[src/rtl/add_nbit_seq.sv]
// Digit-serial ALU slice: ADD/SUB/AND/OR on WIDTH-bit operands, DIGIT bits per clock,
// with valid/ready handshakes on both sides and registered result/carry/overflow.
module add_nbit_seq #(
  parameter int WIDTH = 16,
  parameter int DIGIT = 4
) (
  input  logic             clk_in,
  input  logic             rst_n_in,
  input  logic             in_valid_in,
  output logic             in_ready_out,
  input  logic [WIDTH-1:0] a_in,
  input  logic [WIDTH-1:0] b_in,
  input  logic [1:0]       op_in,
  output logic             out_valid_out,
  input  logic             out_ready_in,
  output logic [WIDTH-1:0] y_out,
  output logic             carry_out,
  output logic             ovf_out
);

  localparam int N  = (DIGIT >= 1) ? WIDTH / DIGIT : 1;
  localparam int CW = (N > 1) ? $clog2(N) : 1;
  localparam logic [CW-1:0] LAST = CW'(N - 1);

  generate
    if (DIGIT < 1 || (WIDTH % DIGIT) != 0) begin : gBadParams
      $error("add_nbit_seq: DIGIT must be >= 1 and divide WIDTH");
    end
  endgenerate

  typedef enum logic [1:0] {IDLE, BUSY, DONE} state_t;

  state_t            state_q;
  logic [CW-1:0]     cnt_q;
  logic [WIDTH-1:0]  a_q, b_q, res_q, y_q;
  logic [1:0]        op_q;
  logic              carry_q, carryFlag_q, ovfFlag_q, outValid_q;

  logic [DIGIT-1:0]  aDig, bDig, digitRes;
  logic [DIGIT:0]    digitSum;
  logic [WIDTH-1:0]  res_d;
  logic              carry_d, ovf_d;
  int                digIdx;

  always_comb begin
    digIdx   = int'(cnt_q) * DIGIT;
    aDig     = a_q[digIdx +: DIGIT];
    bDig     = b_q[digIdx +: DIGIT];
    digitSum = {1'b0, aDig} + {1'b0, bDig} + (DIGIT+1)'(carry_q);
    case (op_q)
      2'b10:   digitRes = aDig & bDig;
      2'b11:   digitRes = aDig | bDig;
      default: digitRes = digitSum[DIGIT-1:0];
    endcase
    carry_d = op_q[1] ? 1'b0 : digitSum[DIGIT];
    res_d   = res_q;
    res_d[digIdx +: DIGIT] = digitRes;
    // b_q already holds ~B for SUB, so one "same sign in, different sign out" rule covers both
    ovf_d = !op_q[1] && (a_q[WIDTH-1] == b_q[WIDTH-1]) && (res_d[WIDTH-1] != a_q[WIDTH-1]);
  end

  always_ff @(posedge clk_in) begin
    if (!rst_n_in) begin
      state_q     <= IDLE;
      cnt_q       <= '0;
      a_q         <= '0;
      b_q         <= '0;
      op_q        <= 2'b00;
      carry_q     <= 1'b0;
      res_q       <= '0;
      y_q         <= '0;
      carryFlag_q <= 1'b0;
      ovfFlag_q   <= 1'b0;
      outValid_q  <= 1'b0;
    end else begin
      case (state_q)
        IDLE: begin
          if (in_valid_in) begin
            a_q     <= a_in;
            b_q     <= (op_in == 2'b01) ? ~b_in : b_in;
            op_q    <= op_in;
            carry_q <= (op_in == 2'b01);
            cnt_q   <= '0;
            res_q   <= '0;
            state_q <= BUSY;
          end
        end
        BUSY: begin
          res_q   <= res_d;
          carry_q <= carry_d;
          cnt_q   <= cnt_q + CW'(1);
          if (cnt_q == LAST) begin
            y_q         <= res_d;
            carryFlag_q <= carry_d;
            ovfFlag_q   <= ovf_d;
            outValid_q  <= 1'b1;
            state_q     <= DONE;
          end
        end
        DONE: begin
          if (out_ready_in) begin
            outValid_q <= 1'b0;
            state_q    <= IDLE;
          end
        end
        default: state_q <= IDLE;
      endcase
    end
  end

  assign in_ready_out  = (state_q == IDLE) && rst_n_in;
  assign out_valid_out = outValid_q;
  assign y_out         = y_q;
  assign carry_out     = carryFlag_q;
  assign ovf_out       = ovfFlag_q;

endmodule

[config.mk]
export PLATFORM = sky130hd
export DESIGN_NAME = add_nbit_seq
export DESIGN_NICKNAME = d
export VERILOG_FILES = /design/src/rtl/add_nbit_seq.sv
export SDC_FILE = /design/constraint.sdc
export NUM_CORES = 1
export LEC_CHECK = 0
export CAP_MARGIN = 10
export CORE_ASPECT_RATIO = 0.75
export CORE_MARGIN = 2
export CORE_UTILIZATION = 42
export DETAILED_ROUTE_END_ITERATION = 8
export PLACE_DENSITY = 0.63
export SYNTH_ARGS = -nofsm -noshare
export SYNTH_HDL_FRONTEND = slang
export SYNTH_SLANG_ARGS = --single-unit
[constraint.sdc]
create_clock -name clk_in -period 3.5 [get_ports clk_in]
set_clock_uncertainty 0.1 [all_clocks]
set_input_delay 0.525 -clock clk_in [delete_from_list [all_inputs] [get_ports clk_in]]
set_output_delay 0.525 -clock clk_in [all_outputs]
set_load 0.005 [all_outputs]
==> flow_summary.ini <==
[timing]
worst_pin_slew_ns = 0.9676
setup_viol = 0
final.min_clock_period_ns = 3.078
maxSlewViolCount = 0
rsz0062_at_grt = false
fmax_mhz = 324.9
tns_ns = 0
max-slew-margin-rel_pct = 35.49
post-route-period-util_pct = 87.93
finalHoldViolations = 0
fin_ws_ns = 0.4224

[critical_path]
critical_path.top_delay_family = adder cells
slowest_stage = dfxtp_1
cp_slowest_stage_delay_ns = 0.68
crit_end = res_q[9]
critPathArrivalTime_ns = 3.23
cp_common_cell = fa_1
r2r_cells = 9
worstPathRequired_ns = 3.66
r2r_start = cnt_q[0]
crit_path_start_kind = flip-flop
crit_start = cnt_q[0]
worstSetupPathDepth = 9
crit_buf_inv = 1
path_class = reg2reg
crit_fanout = 9
endpoint_kind = flip-flop
rrSetupSlack_ns = 0.42
cp_cell_sequence = mux4_2 > fa_1 > inv_1 > fa_1 > nor2_1 > a31o_2 > a22oi_1 > nand2b_1 > a21oi_1
worst_r2r_endpoint = res_q[9]

[finish]
antenna_cells = 0
fillCellCount = 777
drive_gt1_share_pct = 9.483
finalNetCount = 513
final_cells = 572
seqCellArea_um2 = 1481
multi_input_area_um2 = 1964
area_delta_synth_final_pct = 26.03

[synthesis]
postSynth.asyncResetShare_pct = 0
yosysWarningCount = 0
synth_edf_count = 0
syn_nets = 468
synth.ff_latch_count = 74
ys.flop_type = dfxtp_1
netlist_area_um2 = 3633
yosysSeqAreaShare_pct = 40.77
syn_avg_cell_area_um2 = 8.777
syn_inst = 414
yosysTopAreaCell = dfxtp_1
synth_area_leaders = dfxtp_1, a211oi_1, nand2_1
yosysTopAreaCellShare_pct = 40.77
synth_cell_types = 41

[route]
via_count = 3047
wl_per_cell_um = 14.80
firstDrtPassIters = 5
routed_wl_um = 8466
postRouteAntennaNets = 0
drt_iter0_drc = 130
remaining_drc_errors = 0
vias_per_cell = 5.327

[cts]
cts.repair.resized = 0
clockBufferDepth = 2
cts_buffers = 9
htreeDepth = 3
clkSinkCount = 74
cts_setup_buffers = 0
clock-root-buffer = clkbuf_16
path_clk_slew_ns = 0.06
cts-hold-fix-buffers = 0
clkLatencyLatePin_ns = 0.33
cts_tree = built

[global_routing]
antenna_found_initial = 0
grt_pass1_vias = 2816
grt_pass1_wl_um = 14190
grt_max_degree = 72
grt.total_usage_pct = 18.66
grt-ovfl-total = 0

[place]
pre_cts_slack_ns = 0.4327
place_inst = 556
io_buffers = 57
dp_hpwl_um = 5960
place_congestion = 0.8081

[power_and_ir_drop]
totalPowerFinal_mw = 2.174
p_per_area_nw_per_um2 = 474.8
power.leakage_nw = 1.605
irDropWorstVdd_mv = 0.2175

[floorplan]
fp.coreArea_um2 = 8418
initial_core_util_pct = 43.16
rows = 29
die-width_um = 111.4
die_y_um = 84.55
die_area_um2 = 9419
pin_count = 58

[min_path]
hp-class = reg2reg

[flow_run]
max-cap-violations = 0

[run_status]
status = finished, final reports clean
flip-flops by register name (all words and copies together), names as in the netlist:
| name | cells |
|---|---|
| b_q | 16 |
| ovf_out | 1 |
| op_q | 2 |
| carry_out | 1 |
| cnt_q | 2 |
| carry_q | 1 |
| state_q | 2 |
| res_q | 16 |
| out_valid_out | 1 |
| a_q | 16 |
| y_out | 16 |
power breakdown:
group	total [mW]	leakage [nW]	switching, mW	internal, mW
sequential	0.911	0.604	0.0304	0.880
combinational	0.311	0.851	0.168	0.143
clock	0.953	0.150	0.374	0.579
total	2.17	1.60	0.572	1.60
cell type report:
type | count | area share [%]
Sequential cell | 74 | 32.35
Timing Repair Buffer | 64 | 13.61
Inverter | 17 | 1.393
Clock buffer | 10 | 5.219
Clock inverter | 6 | 1.585
Multi-Input combinational cell | 293 | 42.90
Tap cell | 108 | 2.951
cell usage in the layout, fill, tap and decap left out, types with 2 or more instances in the layout:
master           synthesis  routed
clkdlybuf4s50_1          0      57
o21a_1                   9       9
nand3_1                 16      16
a31oi_1                  4       4
and2_1                   3       3
ha_1                    14      14
fa_1                     2       2
o21ai_0                  7       7
nor2b_1                  6       5
buf_4                    0       7
nand2_1                 53      53
dfxtp_1                 74      74
clkbuf_16                0       9
a21oi_1                 33      33
a22oi_1                  9       9
a211oi_1                29      29
nor2_1                  50      50
inv_1                   16      16
nand2b_1                 7       7
mux4_2                   8       8
xnor2_1                 16      16
inv_6                    0       2
nor4b_2                  3       3
a311oi_1                 3       3
a32oi_1                  4       4
nor2b_2                  1       2
clkinv_4                 0       2
cells by family after synthesis:
logic type	count (synthesis)	synth area share, %
simple gates	147	19.25
compound gates	105	19.73
flops	74	40.77
buf+inv	47	5.234
xor+xnor	16	3.857
fa+ha+maj	16	5.923
mux	9	5.234
stage by stage:
step | hold WS (ns) | utilization, % | instance area [um^2]
global route | 0.3780 | 54.40 | 4579
floorplan | 0.3331 | - | 3633
detailed placement | 0.3496 | 50.70 | 4268
CTS | 0.3572 | 54.40 | 4579
global placement | 0.3432 | 50.70 | 4268
finish | 0.3557 | 54.40 | 4579
routing by layer:
layer,global-route usage (%),vias up,wire (um),part of all wire (%)
met2,26.77,59,3580,42
met5,0,-,0,0
li1,-,1545,-,-
met3,5.054,7,394,4.7
met1,28.07,1436,4434,52
met4,4.040,0,57,0.67
worst register-to-register path: stages (launching register included):
cell	delay (ns)
dfxtp_1	0.68
mux4_2	0.63
fa_1	0.43
inv_1	0.08
fa_1	0.40
nor2_1	0.10
a31o_2	0.16
a22oi_1	0.09
nand2b_1	0.18
a21oi_1	0.15
Yosys cell counts (6+ instances only):
library cell / instances
a21oi_1: 33
nand2b_1: 7
o21a_1: 9
dfxtp_1: 74
o21ai_0: 7
nand2_1: 53
a211oi_1: 29
a22oi_1: 9
buf_2: 11
clkbuf_1: 19
xnor2_1: 16
mux4_2: 8
nand3_1: 16
nor2_1: 50
nor2b_1: 6
ha_1: 14
inv_1: 16
worst min-delay path by stage:
stage / end / slack [ns] / cells after the start / start
after CTS: a_q[1] / 0.36 / 2 / a_q[1]
final: a_q[1] / 0.36 / 2 / a_q[1]
after floorplan: a_q[10] / 0.33 / 2 / a_q[10]
after global routing: a_q[6] / 0.38 / 2 / a_q[6]
after global placement: a_q[14] / 0.34 / 2 / a_q[14]
after detailed placement: a_q[1] / 0.35 / 2 / a_q[1]
(Power assumes the default switching activity.)
